## src/rtl/manchester_decoder.sv

```systemverilog
// Manchester line decoder: oversampled mid-bit edge tracking, frame assembly
// (start bit '1' + DATA_W bits, LSB first) and a single-word output register.
module manchester_decoder #(
    parameter int OSR    = 8,
    parameter int DATA_W = 8
) (
    input  logic              clk,
    input  logic              rst_n,
    input  logic              rx_in,
    output logic [DATA_W-1:0] out_data,
    output logic              out_valid,
    input  logic              out_ready,
    output logic              err_valid,
    output logic [1:0]        err_code,
    output logic              busy
);

    // out_valid/out_ready: a word transfers on any rising edge where both are
    // high; out_data is held unchanged for as long as out_valid is high.

    localparam int CNT_W = $clog2(2 * OSR) + 1;
    localparam int BIT_W = $clog2(DATA_W + 1);

    localparam logic [CNT_W-1:0] EARLY_C   = CNT_W'(3 * OSR / 4);
    localparam logic [CNT_W-1:0] LATE_C    = CNT_W'(5 * OSR / 4);
    localparam logic [CNT_W-1:0] TIMEOUT_C = CNT_W'(5 * OSR / 4 + 1);
    localparam logic [CNT_W-1:0] GAP_C     = CNT_W'(OSR);
    localparam logic [CNT_W-1:0] CNT_MAX   = '1;
    localparam logic [BIT_W-1:0] LAST_BIT  = BIT_W'(DATA_W - 1);

    localparam logic [1:0] ERR_TIMEOUT = 2'b01;
    localparam logic [1:0] ERR_OVERRUN = 2'b10;

    typedef enum logic [1:0] {
        IDLE = 2'd0,
        DATA = 2'd1,
        GAP  = 2'd2
    } state_t;

    state_t state;
    state_t state_next;

    logic              rx_m;
    logic              rx_s;
    logic              rx_d;
    logic [CNT_W-1:0]  cnt;
    logic [BIT_W-1:0]  bit_cnt;
    logic [DATA_W-1:0] shift_reg;

    logic edge_det;
    logic in_window;
    logic start;
    logic accept;
    logic complete;
    logic timeout;
    logic gap_done;
    logic load_word;
    logic overrun;
    logic [DATA_W-1:0] word;

    // rx_m/rx_s resynchronise the line; rx_d is the previous rx_s for edge detection.
    always_ff @(posedge clk or negedge rst_n) begin
        if (!rst_n) begin
            rx_m <= 1'b0;
            rx_s <= 1'b0;
            rx_d <= 1'b0;
        end else begin
            rx_m <= rx_in;
            rx_s <= rx_m;
            rx_d <= rx_s;
        end
    end

    assign edge_det  = rx_s ^ rx_d;
    assign in_window = (cnt >= EARLY_C) && (cnt <= LATE_C);
    assign start     = (state == IDLE) && edge_det && rx_s;
    assign accept    = (state == DATA) && edge_det && in_window;
    assign complete  = accept && (bit_cnt == LAST_BIT);
    assign timeout   = (state == DATA) && !accept && (cnt >= TIMEOUT_C);
    assign gap_done  = (state == GAP) && (cnt >= GAP_C);
    assign word      = {rx_s, shift_reg[DATA_W-1:1]};

    always_ff @(posedge clk or negedge rst_n) begin
        if (!rst_n) begin
            state <= IDLE;
        end else begin
            state <= state_next;
        end
    end

    always_comb begin
        state_next = state;
        case (state)
            IDLE: if (start) state_next = DATA;
            DATA: begin
                if (complete) begin
                    state_next = GAP;
                end else if (timeout) begin
                    state_next = IDLE;
                end
            end
            GAP:  if (gap_done) state_next = IDLE;
            default: state_next = IDLE;
        endcase
    end

    always_comb begin
        busy      = (state != IDLE);
        load_word = complete && (!out_valid || out_ready);
        overrun   = complete && out_valid && !out_ready;
    end

    // cnt reads k in the cycle an edge arrives k cycles after the last accepted one.
    always_ff @(posedge clk or negedge rst_n) begin
        if (!rst_n) begin
            cnt       <= '0;
            bit_cnt   <= '0;
            shift_reg <= '0;
        end else begin
            if (start || accept) begin
                cnt <= CNT_W'(1);
            end else if ((state == IDLE) || timeout || gap_done) begin
                cnt <= '0;
            end else if (cnt != CNT_MAX) begin
                cnt <= cnt + 1'b1;
            end

            if (start || timeout || complete) begin
                bit_cnt <= '0;
            end else if (accept) begin
                bit_cnt <= bit_cnt + 1'b1;
            end

            if (accept) begin
                shift_reg <= word;
            end
        end
    end

    always_ff @(posedge clk or negedge rst_n) begin
        if (!rst_n) begin
            out_data  <= '0;
            out_valid <= 1'b0;
            err_valid <= 1'b0;
            err_code  <= 2'b00;
        end else begin
            if (load_word) begin
                out_data  <= word;
                out_valid <= 1'b1;
            end else if (out_ready) begin
                out_valid <= 1'b0;
            end

            err_valid <= timeout || overrun;
            if (timeout) begin
                err_code <= ERR_TIMEOUT;
            end else if (overrun) begin
                err_code <= ERR_OVERRUN;
            end
        end
    end

endmodule

```

## config.mk

```make
export PLATFORM = sky130hd
export DESIGN_NAME = manchester_decoder
export DESIGN_NICKNAME = d
export VERILOG_FILES = /design/src/rtl/manchester_decoder.sv
export SDC_FILE = /design/constraint.sdc
export NUM_CORES = 1
export LEC_CHECK = 0
export ABC_AREA = 1
export CORE_MARGIN = 4
export CORE_UTILIZATION = 55
export CTS_CLUSTER_SIZE = 28
export DETAILED_ROUTE_END_ITERATION = 10
export DONT_BUFFER_PORTS = 1
export PLACE_DENSITY = 0.79
export SETUP_SLACK_MARGIN = 0.4
export SLEW_MARGIN = 20
export SYNTH_ARGS = -nofsm -noshare
export SYNTH_HDL_FRONTEND = slang
export SYNTH_SLANG_ARGS = --single-unit
```

## constraint.sdc

```tcl
create_clock -name clk -period 2 [get_ports clk]
set_clock_uncertainty 0.2 [all_clocks]
set_input_delay 0.2 -clock clk [delete_from_list [all_inputs] [get_ports clk]]
set_output_delay 0.2 -clock clk [all_outputs]
set_load 0.03 [all_outputs]
```

==> results of run 1 <==
==> worst min-delay path, cell delays in order <==
cell and delay [ps]:
nor2_1 20, inv_1 210, nand2_2 70
==> placed cells by master (no fill, tap or decap), drive strengths merged, types with 3 or more instances in the layout <==
cell    count
inv        22
buf        17
clkbuf      7
a21oi       3
ha          4
nand3      11
dfrtp      33
nor2       18
nand2      57
o21ai      17
xor2        3
nand4       3
==> worst max path at each step <==
stage	start	depth (start not counted)	to	slack, ps
floorplan	cnt[0]	7	cnt[3]	380
detailed placement	cnt[0]	8	cnt[0]	80
finish	cnt[0]	9	cnt[2]	180
CTS	cnt[0]	11	err_code[0]	220
global placement	cnt[0]	8	cnt[0]	130
global route	cnt[1]	8	cnt[2]	90
==> stage by stage <==
| stage | worst slack (ps) | hold WS (ps) |
|---|---|---|
| after floorplan | 380.5 | -295.6 |
| after global placement | 131.1 | -294.8 |
| after detailed placement | 79.04 | -294.9 |
| after CTS | 219.8 | 3.915 |
| after global routing | 88.64 | 25.54 |
| final | 183.6 | 3.715 |
==> metal layers <==
layer | GRT usage (%) | part of all wire [%]
met5 | 0 | 0
met4 | 7.740 | 3.2
met3 | 6.596 | 4.2
met2 | 36.49 | 53
met1 | 22.15 | 39
==> what timing repair did <==
item,CTS,global route
hold buffers,3,0
cloned,1,0
endpoints found under the setup margin,23,30
gates resized for setup,14,36
setup buffers,10,5
pin swaps,5,11
endpoints found under the hold margin,34,0
==> area by class of cell <==
class | instances | share of cell area (%)
multi-input cells | 118 | 38.41
well taps | 30 | 1.927
clock inverters | 1 | 0.2569
repair buffers | 19 | 9.184
flip-flops and latches | 33 | 42.52
inverters | 22 | 4.367
clock buffers | 7 | 3.340
==> kinds of logic (layout without fill, tap and decap cells) <==
kind of cell | Yosys count | count (layout) | synth area share, %
xor gates and xnor gates | 3 | 3 | 1.702
AOI/OAI and AO/OA | 21 | 21 | 7.941
buffers and inverters | 25 | 49 | 7.050
and+or+nand+nor | 89 | 90 | 26.58
DFF | 33 | 33 | 53.48
adders and majority gates | 4 | 4 | 3.242
==> power groups by stage <==
stage               Combinational (W)  Sequential, W  Clock, W
global placement             0.000538       0.000905         0
finish                       0.000965       0.000931  0.000430
detailed placement           0.000560       0.000909         0
global route                  0.00106       0.000943  0.000466
CTS                          0.000766       0.000897  0.000431
floorplan                    0.000481       0.000881         0
==> PnR_summary.wiki, run 1 <==
{| class="wikitable"
! Metric !! Value
|-
| Syn Area/Cell || 8.823 sq um
|-
| Starting density of the core || 60.14%
|-
| Cell type contributing the most total cell area after synthesis || dfrtp_1
|-
| First-pass iteration count of the detailed router || 4
|-
| Final core utilization || 75.88%
|-
| Result of the run || finished, final reports clean
|-
| Internal power || 0.001408 W
|-
| Most frequently used cell type in the post-synthesis netlist || nand2_1
|-
| Top flip-flop cell by instance count after synthesis || dfrtp_1
|-
| Critical path's largest stage delay || 440 ps
|-
| Height of the die || 60.99 um
|-
| Filler Cells Inserted || 167
|-
| Final period util || 90.82%
|-
| Largest net degree at the start of global routing || 34
|-
| Fraction of power spent switching nets || 39.46%
|-
| Die Span X || 60.99 um
|-
| GPL Wtd Cong || 0.9032
|-
| HPWL after DPL || 2.026 mm
|-
| Skew-Pair Late Insertion Delay || 340 ps
|-
| Clk Tree Root Cell || clkbuf_4
|-
| Worst Setup End Kind || flop
|-
| Fraction of final layout cells with drive strength greater than 1 || 39.50%
|-
| Synth Warn # || 0
|-
| Ant diodes || 0
|-
| Global-route wire length before repair || 5.375 mm
|-
| Main area contributors after synthesis || dfrtp_1 (53%), nand2_1 (12%), inv_1 (4.1%)
|-
| Total design power || 0.002326 W
|-
| Sink count of the clock tree || 33
|-
| Worst-case vdd ir drop || 1.092 mV
|-
| Final wirelength || 3.644 mm
|-
| Summed negative setup slack over all endpoints || 0 ps
|-
| Avg WL per Cell || 15.84 um
|-
| Via count of the first global-routing pass || 1210
|-
| Post-synth ARST share || 100.0%
|-
| Register share of total power || 40.0%
|-
| Initial antenna violation count || 0
|-
| Hold Vio Cnt, Final || 0
|-
| ANT nets after route || 0
|-
| Endpoint of the worst register-to-register path || cnt[2]
|-
| Critical setup path kind || reg2reg
|-
| Min-delay worst type || in2reg
|-
| Register-to-Register Setup Slack || 180 ps
|-
| Number of enable flip-flop cells after synthesis || 0
|-
| RSZ-0062 raised after global routing || true
|-
| Leakage power || 0.9477 nW
|-
| First DRT Iteration DRCs || 46
|-
| Final critical delay including setup and external delays || 1816 ps
|-
| Delay-heaviest family, CP || flip-flops
|-
| Data arrival time of the worst path || 1890 ps
|-
| # IOs || 17
|-
| Clock tree from TritonCTS || done
|-
| Total congestion overflow after global routing || 0
|-
| Number of DRC violations after detailed routing || 0
|-
| Post-synthesis cell type count || 22
|-
| Number of max-slew violations in the final report || 0
|-
| Part of the power in the clock network || 18.5%
|-
| Relative slew slack || 76.79%
|-
| Syn nets || 183
|-
| Placement Cell Area || 1573 sq um
|-
| P per Cell Area || 1194 nW/um^2
|-
| Buffer levels on the longest clock path || 2
|-
| Total CTS buffers || 5
|-
| Seq. cell area || 828.3 sq um
|-
| Yosys reg bits || 33
|-
| Crit-path slowest cell || dfrtp_2
|-
| Clock-pin slew on the worst setup and hold paths || 100 ps
|-
| Number of cell instances on the worst register-to-register path || 9
|-
| Required time of the critical path || 2080 ps
|-
| Flip-flop count of the largest register, all copies and words added || 8
|-
| Launching element type of the critical path || flop
|-
| Final design instance area without fill || 1948 sq um
|-
| Site Rows || 18
|-
| Top cell type's share of synthesized area || 53.48%
|-
| Mapped Area || 1544 sq um
|-
| Global-route total usage across every layer || 20.32%
|-
| Number of levels in the clock H-tree || 2
|-
| Number of nets in the layout || 207
|-
| Mean number of vias per cell || 5.578
|-
| Number of maximum-capacitance constraint violations || 0
|-
| Vias after detailed routing || 1283
|-
| Slew at the pin closest to its max-slew limit || 348.2 ps
|-
| Synthesized instance count || 175
|-
| Multi-input gate area || 748.2 sq um
|-
| Startpoint of the worst-slack reg-to-reg timing path || cnt[0]
|-
| Ranking of synthesized cells by instance count || nand2_1 (50), dfrtp_1 (33), inv_1 (17), nor2_1 (15), o21ai_0 (10)
|-
| Chain of cells forming the critical path || inv_2, ha_4, o21ai_2, nand2_2, buf_6, nand3_4, nand4_1, buf_4, a21oi_2
|-
| Maximum clock frequency || 550.5 MHz
|-
| Sequential-to-total area share from yosys stat || 53.48%
|-
| Crit path max fanout || 5
|-
| Combinational power share || 41.5%
|-
| Finished Layout Cells || 230
|-
| Endpoint, Worst Hold || out_valid
|-
| Count of final setup violators || 0
|-
| Worst path buffer plus inverter count || 3
|-
| Cell count after placement || 203
|-
| Switching pwr || 0.0009181 W
|-
| Port Buf Inserts || 0
|-
| Hold_sp || out_ready
|-
| Area enclosed by the die boundary || 3719 sq um
|-
| Number of cells on the worst hold path || 3
|-
| Area growth from synthesis to layout || 26.18%
|-
| Total core area || 2567 sq um
|}
Power figures use the tool's default switching activity.
==> run 2: changes to the inputs <==
Settings changed: ABC_CLOCK_PERIOD_IN_PS set to 2000, TNS_END_PERCENT set to 20.
==> run 2 against run 1 <==
  * Clock-buffer cell count fell by 1
  * Routed wire length fell by 6.2%
  * Critical endpoint is now err_code[0]
  * Largest power group is now registers
  * Critical path type unchanged
  * Non-clock buffer count fell by 3
  * Hold slack improved by 81 ps
==> PnR_summary.wiki, run 2 (synthesized netlist as in run 1, its figures left out) <==
{| class="wikitable"
! Metric !! Value
|-
| Total congestion overflow after global routing || 0 (unchanged)
|-
| Height of the die || 60.99 um (unchanged)
|-
| Port Buf Inserts || 0 (unchanged)
|-
| Number of nets in the layout || 204 (was 207)
|-
| ANT nets after route || 0 (unchanged)
|-
| Final Hold Slack || 84.87 ps (was 3.715 ps)
|-
| Ant diodes || 0 (unchanged)
|-
| Number of levels in the clock H-tree || 2 (unchanged)
|-
| Commonest cells after routing, fill and taps aside || nand2_1 (46), dfrtp_1 (31), inv_1 (15) (was nand2_1 (34), dfrtp_1 (31), nand2_2 (20))
|-
| Sink count of the clock tree || 33 (unchanged)
|-
| Fraction of final layout cells with drive strength greater than 1 || 28.93% (was 39.50%)
|-
| Skew-Pair Late Insertion Delay || 340 ps (about the same)
|-
| Die Span X || 60.99 um (unchanged)
|-
| Launching element type of the critical path || flop (unchanged)
|-
| Summed negative setup slack over all endpoints || 0 ps (unchanged)
|-
| Worst Setup End Kind || flop (unchanged)
|-
| # IOs || 17 (unchanged)
|-
| Count of final setup violators || 0 (unchanged)
|-
| Via count of the first global-routing pass || 1231 (was 1210)
|-
| Result of the run || finished, final reports clean (unchanged)
|-
| Area growth from synthesis to layout || 19.69% (was 26.18%)
|-
| Filler Cells Inserted || 193 (was 167)
|-
| Cell count after placement || 203 (unchanged)
|-
| Most common cell after layout, fill and taps aside || nand2_1 (unchanged)
|-
| Register-to-Register Setup Slack || 190 ps (was 180 ps)
|-
| Data arrival time of the worst path || 1850 ps (was 1890 ps)
|-
| RSZ-0062 raised after global routing || true (unchanged)
|-
| Number of DRC violations after detailed routing || 0 (unchanged)
|-
| Final wirelength || 3.419 mm (was 3.644 mm)
|-
| First-pass iteration count of the detailed router || 4 (unchanged)
|-
| Global-route wire length before repair || 5.375 mm (unchanged)
|-
| Area enclosed by the die boundary || 3719 sq um (unchanged)
|-
| Largest net degree at the start of global routing || 34 (unchanged)
|-
| Number of maximum-capacitance constraint violations || 0 (unchanged)
|-
| Buffer levels on the longest clock path || 2 (unchanged)
|-
| P per Cell Area || 1159 nW/um^2 (was 1194 nW/um^2)
|-
| Global-route total usage across every layer || 20.52% (was 20.32%)
|-
| Final period util || 90.27% (was 90.82%)
|-
| Required time of the critical path || 2040 ps (was 2080 ps)
|-
| Number of max-slew violations in the final report || 0 (unchanged)
|-
| Placement Cell Area || 1573 sq um (unchanged)
|-
| HPWL after DPL || 2.091 mm (was 2.026 mm)
|-
| Finished Layout Cells || 227 (was 230)
|-
| Min-delay worst type || in2async (was in2reg)
|-
| Maximum clock frequency || 553.9 MHz (was 550.5 MHz)
|-
| Final critical delay including setup and external delays || 1805 ps (was 1816 ps)
|-
| Slew at the pin closest to its max-slew limit || 331.4 ps (was 348.2 ps)
|-
| Vias after detailed routing || 1257 (was 1283)
|-
| Total core area || 2567 sq um (unchanged)
|-
| Leakage power || 0.9187 nW (was 0.9477 nW)
|-
| Starting density of the core || 60.14% (unchanged)
|-
| Total CTS buffers || 5 (unchanged)
|-
| Site Rows || 18 (unchanged)
|-
| Relative slew slack || 77.91% (was 76.79%)
|-
| GPL Wtd Cong || 0.9100 (was 0.9032)
|-
| Startpoint of the worst-slack reg-to-reg timing path || cnt[1] (was cnt[0])
|-
| Endpoint of the worst register-to-register path || err_code[0] (was cnt[2])
|-
| Critical path origin || cnt[1] (was cnt[0])
|-
| Final core utilization || 71.98% (was 75.88%)
|-
| Critical setup path kind || reg2reg (unchanged)
|-
| Clock-pin slew on the worst setup and hold paths || 100 ps (about the same)
|-
| Worst-case vdd ir drop || 1.075 mV (was 1.092 mV)
|-
| Final design instance area without fill || 1848 sq um (was 1948 sq um)
|-
| First DRT Iteration DRCs || 63 (was 46)
|-
| Flip-flop count of the largest register, all copies and words added || 8 (unchanged)
|-
| Crit path capture || err_code[0] (was cnt[2])
|-
| Crit path max fanout || 5 (unchanged)
|-
| Avg WL per Cell || 15.06 um (was 15.84 um)
|-
| Hold Vio Cnt, Final || 0 (unchanged)
|-
| Clk Tree Root Cell || clkbuf_4 (unchanged)
|-
| Number of cell instances on the worst register-to-register path || 11 (was 9)
|-
| Mean number of vias per cell || 5.537 (was 5.578)
|-
| Initial antenna violation count || 0 (unchanged)
|-
| Clock tree from TritonCTS || done (unchanged)
|}
-- run 2: changes by cell type in the layout (fill, tap and decap cells not counted), moves of 2 or more --
cell	previous run	this run
o21ai_1	9	3
o21ai_0	2	9
nand2_2	20	8
clkbuf_8	2	0
a21oi_2	2	0
buf_6	5	1
a21oi_1	1	3
inv_1	13	15
nand2_1	34	46
-- run 2: worst min-delay path by stage --
stage / from / endpoint
after floorplan: rst_n / bit_cnt[0]
after global placement: rst_n / out_data[2]
after detailed placement: rst_n / out_data[2]
after CTS: rst_n / out_data[3]
after global routing: rst_n / out_data[2]
final: rst_n / out_data[2]
-- run 2: layout make-up --
| type | count | area [sq um] | share of cell area [%] |
|---|---|---|---|
| multi-input cells | 118 | 691.9 | 37.44 |
| clock inverters | 2 | 10.01 | 0.5416 |
| repair buffers | 16 | 156.4 | 8.463 |
| flip-flops and latches | 33 | 828.3 | 44.82 |
| clock buffers | 6 | 41.29 | 2.234 |
| well taps | 30 | 37.54 | 2.031 |
| inverters | 22 | 82.58 | 4.469 |
-- run 2: per-stage QoR --
stage | total power (W) | setup slack (ps)
floorplan | 0.001362 | 380.5
global placement | 0.001444 | 135.1
detailed placement | 0.001490 | 24.52
CTS | 0.001983 | 185.6
global route | 0.002299 | 74.84
finish | 0.002141 | 194.5
-- run 2: power by group --
part | internal [W] | switching (W)
Clock | 0.000134 | 0.000229
Combinational | 0.000353 | 0.000494
Sequential | 0.000787 | 0.000143
Total | 0.00127 | 0.000867
-- run 2: worst max-delay path, stage by stage, from the launching register on --
cell and delay (ps):
dfrtp_2 480, nand2_4 100, nand2_1 70, nand2_2 100, nand3_2 90, nor2_4 170
buf_6 160, nand2_8 60, nor2_4 130, inv_2 50, nand2_2 50, nand2_2 40
-- run 2: layer usage --
metal,up-vias,global-route usage (%),routed length (um)
met5,-,0,0
met4,0,12.69,53
met3,8,5.319,197
met2,45,34.81,1760
met1,615,22.90,1408
li1,589,-,-
-- run 2: repair_timing --
action                                 4_1_cts  5_1_grt
hold buffers                                 4        0
cloned                                       1        0
endpoints found under the hold margin       35        0
setup endpoints to repair                   24       30
resized for setup                            7       12
setup buffers                                5        6
pin swaps                                    4        6
